===== src/rtl/ltl_feeder_pkg.sv =====
// Shared types and constants for the LTL symbol feeder.
// Imported by the feeder top and its word FIFO.
package ltl_feeder_pkg;

   typedef enum logic [2:0] {
      ST_IDLE,
      ST_ARM,
      ST_STREAM,
      ST_DRAIN,
      ST_DONE
   } feeder_state_t;

   localparam int ARM_CYCLES = 2;

   function automatic int sym_per_word(input int word_w, input int sym_w);
      return word_w / sym_w;
   endfunction

endpackage


===== src/rtl/ltl_word_fifo.sv =====
// Small synchronous word FIFO with async active-low reset.
// Stores {last, word}; a pop in the same cycle frees room for a push.
module ltl_word_fifo
   import ltl_feeder_pkg::*;
#(
   parameter int W     = 33,
   parameter int DEPTH = 4
) (
   input  logic         clk,
   input  logic         reset_n,
   input  logic         clear,
   input  logic         push,
   input  logic [W-1:0] din,
   input  logic         pop,
   output logic [W-1:0] dout,
   output logic         full,
   output logic         empty
);

   localparam int AW = $clog2(DEPTH);

   logic [W-1:0] mem [DEPTH];
   logic [AW:0]  wr_ptr;
   logic [AW:0]  rd_ptr;
   logic         do_push;
   logic         do_pop;

   assign empty   = (wr_ptr == rd_ptr);
   assign full    = (wr_ptr[AW] != rd_ptr[AW]) &&
                    (wr_ptr[AW-1:0] == rd_ptr[AW-1:0]);
   assign do_pop  = pop && !empty;
   assign do_push = push && (!full || do_pop);
   assign dout    = mem[rd_ptr[AW-1:0]];

   always_ff @(posedge clk or negedge reset_n) begin
      if (!reset_n) begin
         wr_ptr <= '0;
         rd_ptr <= '0;
      end else if (clear) begin
         wr_ptr <= '0;
         rd_ptr <= '0;
      end else begin
         if (do_push) wr_ptr <= wr_ptr + 1'b1;
         if (do_pop)  rd_ptr <= rd_ptr + 1'b1;
      end
   end

   always_ff @(posedge clk) begin
      if (do_push) mem[wr_ptr[AW-1:0]] <= din;
   end

endmodule


===== src/rtl/ltl_symbol_feeder.sv =====
// Trace-word to automata symbol feeder: buffers words, serializes them
// LSB-first, drives monitor reset/run and captures the first report hit.
module ltl_symbol_feeder
   import ltl_feeder_pkg::*;
#(
   parameter int WORD_W     = 32,
   parameter int SYM_W      = 8,
   parameter int FIFO_DEPTH = 4,
   parameter int N_REPORTS  = 4,
   parameter int IDX_W      = 16
) (
   input  logic                 clk,
   input  logic                 reset_n,
   input  logic                 start_i,
   input  logic                 word_valid_i,
   input  logic [WORD_W-1:0]    word_i,
   input  logic                 word_last_i,
   output logic                 word_ready_o,
   output logic                 mon_reset_o,
   output logic                 mon_run_o,
   output logic [SYM_W-1:0]     mon_symbol_o,
   input  logic [N_REPORTS-1:0] report_i,
   output logic                 busy_o,
   output logic                 done_o,
   output logic                 hit_o,
   output logic [N_REPORTS-1:0] hit_vec_o,
   output logic [IDX_W-1:0]     hit_idx_o
);

   localparam int SPW = sym_per_word(WORD_W, SYM_W);
   localparam int CW  = (SPW > 1) ? $clog2(SPW) : 1;

   feeder_state_t state;
   feeder_state_t state_nxt;

   logic [1:0]        arm_cnt;
   logic [CW-1:0]     sym_cnt;
   logic [IDX_W-1:0]  idx;
   logic [IDX_W-1:0]  idx_d;
   logic              run_d;
   logic              last_acc;
   logic [SYM_W-1:0]  sym_q;
   logic [SYM_W-1:0]  cur_sym;
   logic [WORD_W-1:0] head_shift;
   logic              streaming;
   logic              accepting;
   logic              session_start;
   logic              word_end;
   logic              fifo_push;
   logic              fifo_full;
   logic              fifo_empty;
   logic [WORD_W:0]   fifo_dout;

   ltl_word_fifo #(
      .W     (WORD_W + 1),
      .DEPTH (FIFO_DEPTH)
   ) u_fifo (
      .clk     (clk),
      .reset_n (reset_n),
      .clear   (session_start),
      .push    (fifo_push),
      .din     ({word_last_i, word_i}),
      .pop     (word_end),
      .dout    (fifo_dout),
      .full    (fifo_full),
      .empty   (fifo_empty)
   );

   assign session_start = (state == ST_IDLE) && start_i;
   assign word_ready_o  = accepting && !fifo_full && !last_acc;
   assign fifo_push     = word_valid_i && word_ready_o;
   assign mon_run_o     = streaming && !fifo_empty;
   assign word_end      = mon_run_o && (sym_cnt == CW'(SPW - 1));
   assign head_shift    = fifo_dout[WORD_W-1:0] >> (sym_cnt * SYM_W);
   assign cur_sym       = head_shift[SYM_W-1:0];
   assign mon_symbol_o  = mon_run_o ? cur_sym : sym_q;

   always_ff @(posedge clk or negedge reset_n) begin
      if (!reset_n) state <= ST_IDLE;
      else          state <= state_nxt;
   end

   always_comb begin
      state_nxt = state;
      unique case (state)
         ST_IDLE:   if (start_i) state_nxt = ST_ARM;
         ST_ARM:    if (arm_cnt == 2'(ARM_CYCLES - 1)) state_nxt = ST_STREAM;
         ST_STREAM: if (word_end && fifo_dout[WORD_W]) state_nxt = ST_DRAIN;
         ST_DRAIN:  state_nxt = ST_DONE;
         ST_DONE:   state_nxt = ST_IDLE;
         default:   state_nxt = ST_IDLE;
      endcase
   end

   // DRAIN keeps the monitor out of reset so the last symbol's report lands.
   always_comb begin
      mon_reset_o = 1'b1;
      busy_o      = 1'b0;
      done_o      = 1'b0;
      streaming   = 1'b0;
      accepting   = 1'b0;
      unique case (state)
         ST_IDLE:   mon_reset_o = 1'b1;
         ST_ARM: begin
            busy_o    = 1'b1;
            accepting = 1'b1;
         end
         ST_STREAM: begin
            mon_reset_o = 1'b0;
            busy_o      = 1'b1;
            streaming   = 1'b1;
            accepting   = 1'b1;
         end
         ST_DRAIN: begin
            mon_reset_o = 1'b0;
            busy_o      = 1'b1;
         end
         ST_DONE:   done_o = 1'b1;
         default:   mon_reset_o = 1'b1;
      endcase
   end

   always_ff @(posedge clk or negedge reset_n) begin
      if (!reset_n) begin
         arm_cnt   <= '0;
         sym_cnt   <= '0;
         idx       <= '0;
         idx_d     <= '0;
         run_d     <= 1'b0;
         last_acc  <= 1'b0;
         sym_q     <= '0;
         hit_o     <= 1'b0;
         hit_vec_o <= '0;
         hit_idx_o <= '0;
      end else begin
         run_d <= mon_run_o;
         idx_d <= idx;
         if (session_start) begin
            arm_cnt   <= '0;
            sym_cnt   <= '0;
            idx       <= '0;
            last_acc  <= 1'b0;
            hit_o     <= 1'b0;
            hit_vec_o <= '0;
            hit_idx_o <= '0;
         end else begin
            if (state == ST_ARM) arm_cnt <= arm_cnt + 1'b1;
            if (fifo_push && word_last_i) last_acc <= 1'b1;
            if (mon_run_o) begin
               sym_q   <= cur_sym;
               sym_cnt <= word_end ? '0 : sym_cnt + 1'b1;
               if (idx != '1) idx <= idx + 1'b1;
            end
            // report_i reflects the symbol presented one cycle earlier
            if (run_d && !hit_o && (|report_i)) begin
               hit_o     <= 1'b1;
               hit_vec_o <= report_i;
               hit_idx_o <= idx_d;
            end
         end
      end
   end

endmodule


===== config.mk =====
export PLATFORM = sky130hd
export DESIGN_NAME = ltl_symbol_feeder
export DESIGN_NICKNAME = d
export VERILOG_FILES = /design/src/rtl/ltl_feeder_pkg.sv /design/src/rtl/ltl_word_fifo.sv /design/src/rtl/ltl_symbol_feeder.sv
export SDC_FILE = /design/constraint.sdc
export NUM_CORES = 1
export LEC_CHECK = 0
export BUFFER_PORTS_ARGS = -buffer_cell sky130_fd_sc_hd__buf_2
export CORE_ASPECT_RATIO = 1.5
export CORE_MARGIN = 3
export CORE_UTILIZATION = 55
export CTS_BUF_LIST = sky130_fd_sc_hd__clkbuf_16
export CTS_CLUSTER_DIAMETER = 80
export DETAILED_ROUTE_END_ITERATION = 10
export PLACE_DENSITY = 0.72
export SYNTH_ARGS = -nofsm -noshare
export SYNTH_HDL_FRONTEND = slang
export SYNTH_SLANG_ARGS = --single-unit

===== constraint.sdc =====
create_clock -name clk -period 4.6 [get_ports clk]
set_input_delay 0.23 -clock clk [delete_from_list [all_inputs] [get_ports clk]]
set_output_delay 0.23 -clock clk [all_outputs]
set_load 0.1 [all_outputs]

==> results by group <==
Global route
  – Initial antenna violation count: 0
  – First-pass GRT wire length: 25.3 mm
  – Largest net degree at the start of global routing: 77
  – GRT overflow: 0
  – GRT Overall Usage: 0.194
  – Vias in the first global route: 5058

STA
  – Setup TNS: 0 ns
  – Clock Skew: 0.00692 ns
  – Final-report hold violation count: 0
  – Pins over their slew limit: 0
  – Slew @ Worst Pin: 1.20 ns
  – RSZ-0062 raised after global routing: no
  – Final count of negative-setup-slack endpoints: 0
  – Max_slew headroom: 0.199
  – Hold_ws: 0.0171 ns
  – Crit path time final: 3.40 ns
  – Fmax: 294 MHz
  – Period utilization: 0.739

Clock network
  – H-tree Lvls: 1
  – CTS root buf: clkbuf_16
  – Longest Clk Path Bufs: 3
  – Clock sink total: 208
  – Number of buffers created by CTS: 19
  – Worst-skew pair later-pin latency: 0.47 ns
  – TritonCTS clock tree: built
  – Resized cells post-CTS: 0
  – CTS clk-pin slew, worst paths: 0.06 ns

Logic synthesis
  – Leading area contributor after synthesis: edfxtp_1
  – Synth top cells by count: edfxtp_1, nand2_1, dfrtp_1
  – Cells after Synth: 529
  – Yosys warns: 0
  – Yosys cell types: 48
  – Area contributors post-synth: edfxtp_1, dfrtp_1, mux4_2
  – Mapped Nets: 578
  – Most numerous cell in the Yosys netlist: edfxtp_1
  – Post-synth top flop: edfxtp_1
  – Post-synth EDFFs: 132
  – Cell Area, Synth: 8300 µm²
  – Yosys top cell area share: 0.478
  – Syn Area/Cell: 15.7 µm²
  – Sequential area share after synthesis: 0.707
  – #FFs+latches synth: 208
  – Asr flop ratio synth: 0.365

Place
  – GPL Wtd Cong: 0.794
  – Post-DP HPWL: 9.62 mm
  – IO buf count: 74

Hold path
  – Min-delay worst type: in -> reg
  – Hold Path End: hit_vec_o[2]$_DFFE_PN0P_
  – Hold path depth: 3
  – HP Start: report_i[2]

Pwr
  – Max VDD drop: 0.435 mV
  – Pwr/cell area: 541 nW/µm²
  – Leak Pwr: 3.76 nW

Die
  – Total die area: 16600 µm²
  – # rows: 54
  – Core ar.: 14700 µm²
  – Die W: 106 µm
  – DIE HEIGHT: 156 µm
  – Starting Density: 0.566
  – Top-Level Pins: 75

Critical path
  – Startpoint types: flip-flop
  – Crit path DAT: 3.17 ns
  – CP required: 4.37 ns
  – CP endpoint kind: output pin
  – Worst Path Max Fanout: 21
  – R2R depth: 7
  – Reg2reg setup slack: 1.82 ns
  – WS Path Type: reg -> out
  – R2R Path End: idx[4]$_DFFE_PN0P_
  – Reg2Reg Launch Point: u_fifo.rd_ptr[0]$_DFFE_PN0P_

Route
  – First-pass DRT Iterations: 4
  – DR DRC count: 0
  – WL per Instance: 18.1 µm
  – Final WL: 15.4 mm
  – Final ANT Viol Nets: 0
  – Vias per cell: 5.64
  – DR iter-0 viols: 342
  – Vias: 4797

Final layout
  – Share of layout cells above drive strength 1: 0.246
  – Nets: 692
  – Inserted Diodes: 0
  – Final cell utilization of the core: 0.671
  – Area grow syn2layout: 18.5%

Outcome
  – Status: finished, final reports clean

Job
  – Max-cap viol count: 0
-- cells in the final DEF (no fill, tap or decap), types with 9 or more instances in the layout --
cell,n
edfxtp_1,132
nand2_1,79
dfrtp_1,75
buf_2,73
dlygate4sd3_1,37
mux4_2,33
a21oi_1,29
o21ai_0,25
clkbuf_16,19
nor2_1,13
nand3_1,12
mux2i_1,11
o21ai_1,11
buf_4,9
-- where the power goes --
part / switching [mW] / leakage, nW / internal [mW] / total [mW]
logic: 0.979 / 1.22 / 0.390 / 1.37
registers: 0.160 / 2.23 / 2.24 / 2.40
clock network: 0.631 / 0.311 / 0.916 / 1.55
total: 1.77 / 3.76 / 3.55 / 5.32
-- area by class of cell --
type,count,area [µm²]
clock buffers,19,475
clock inverters,13,131
fillers,1007,4830
inverters,6,27.5
multi-input cells,289,2280
flip-flops and latches,208,5870
well taps,196,245
repair buffers,119,803
-- repair_timing --
action / CTS / global route
setup buffers: 0 / 0
hold endpoints to repair: 208 / 0
hold buffers: 37 / 0
endpoints found under the setup margin: 0 / 0
-- stage by stage --
step           cell area, µm²  total power, mW  instances  worst slack [ns]
3_5_place_dp             8860             3.80        781              1.66
2_1_floorplan            8300             3.51        529             0.934
6_report                 9830             5.32        850              1.20
3_3_place_gp             8860             3.75        781              1.70
5_1_grt                  9830             5.57        850             0.880
4_1_cts                  9830             5.37        850              1.13
-- sequential cells by signal, indices dropped and copies added (netlist names) --
register / cells
hit_vec_o: 4
state: 3
hit_idx_o: 16
idx: 16
u_fifo.mem: 132
run_d: 1
hit_o: 1
sym_q: 8
sym_cnt: 2
arm_cnt: 2
idx_d: 16
u_fifo.rd_ptr: 3
last_acc: 1
u_fifo.wr_ptr: 3
-- how the worst max path moves through the flow --
stage | startpoint | end | slack (ns) | cells after the start
6_report | u_fifo.rd_ptr[0]$_DFFE_PN0P_ | mon_symbol_o[4] | 1.20 | 6
5_1_grt | u_fifo.rd_ptr[0]$_DFFE_PN0P_ | mon_symbol_o[6] | 0.88 | 6
4_1_cts | sym_cnt[0]$_DFFE_PN0P_ | mon_symbol_o[2] | 1.13 | 5
3_5_place_dp | u_fifo.rd_ptr[0]$_DFFE_PN0P_ | mon_symbol_o[4] | 1.66 | 6
3_3_place_gp | u_fifo.rd_ptr[0]$_DFFE_PN0P_ | mon_symbol_o[6] | 1.70 | 6
2_1_floorplan | sym_cnt[1]$_DFFE_PN0P_ | mon_symbol_o[2] | 0.93 | 6
-- critical path, cell delays in order, from the launching register on --
cell	delay (ns)
dfrtp_1	0.87
xor2_1	0.25
o31ai_4	0.62
buf_4	0.34
nand2_1	0.10
o21ai_0	0.07
buf_2	0.44
-- kinds of logic (layout without fill, tap and decap cells) --
logic type      after synthesis  count (layout)  share of synthesized area
compound gates               79              79                     0.0571
mux                          52              52                      0.114
buf+inv                      32             157                     0.0191
xor+xnor                      9               9                     0.0104
flops                       208             208                      0.707
fa+ha+maj                     8               8                     0.0121
simple gates                141             141                     0.0809
-- metal layers --
| layer | wire (µm) | global-route usage | vias up |
|---|---|---|---|
| li1 | - | - | 2211 |
| met1 | 5520 | 0.220 | 2419 |
| met2 | 8790 | 0.374 | 138 |
| met3 | 794 | 0.0289 | 29 |
| met4 | 303 | 0.0630 | 0 |
| met5 | 0 | 0 | - |
Power figures use the tool's default switching activity.
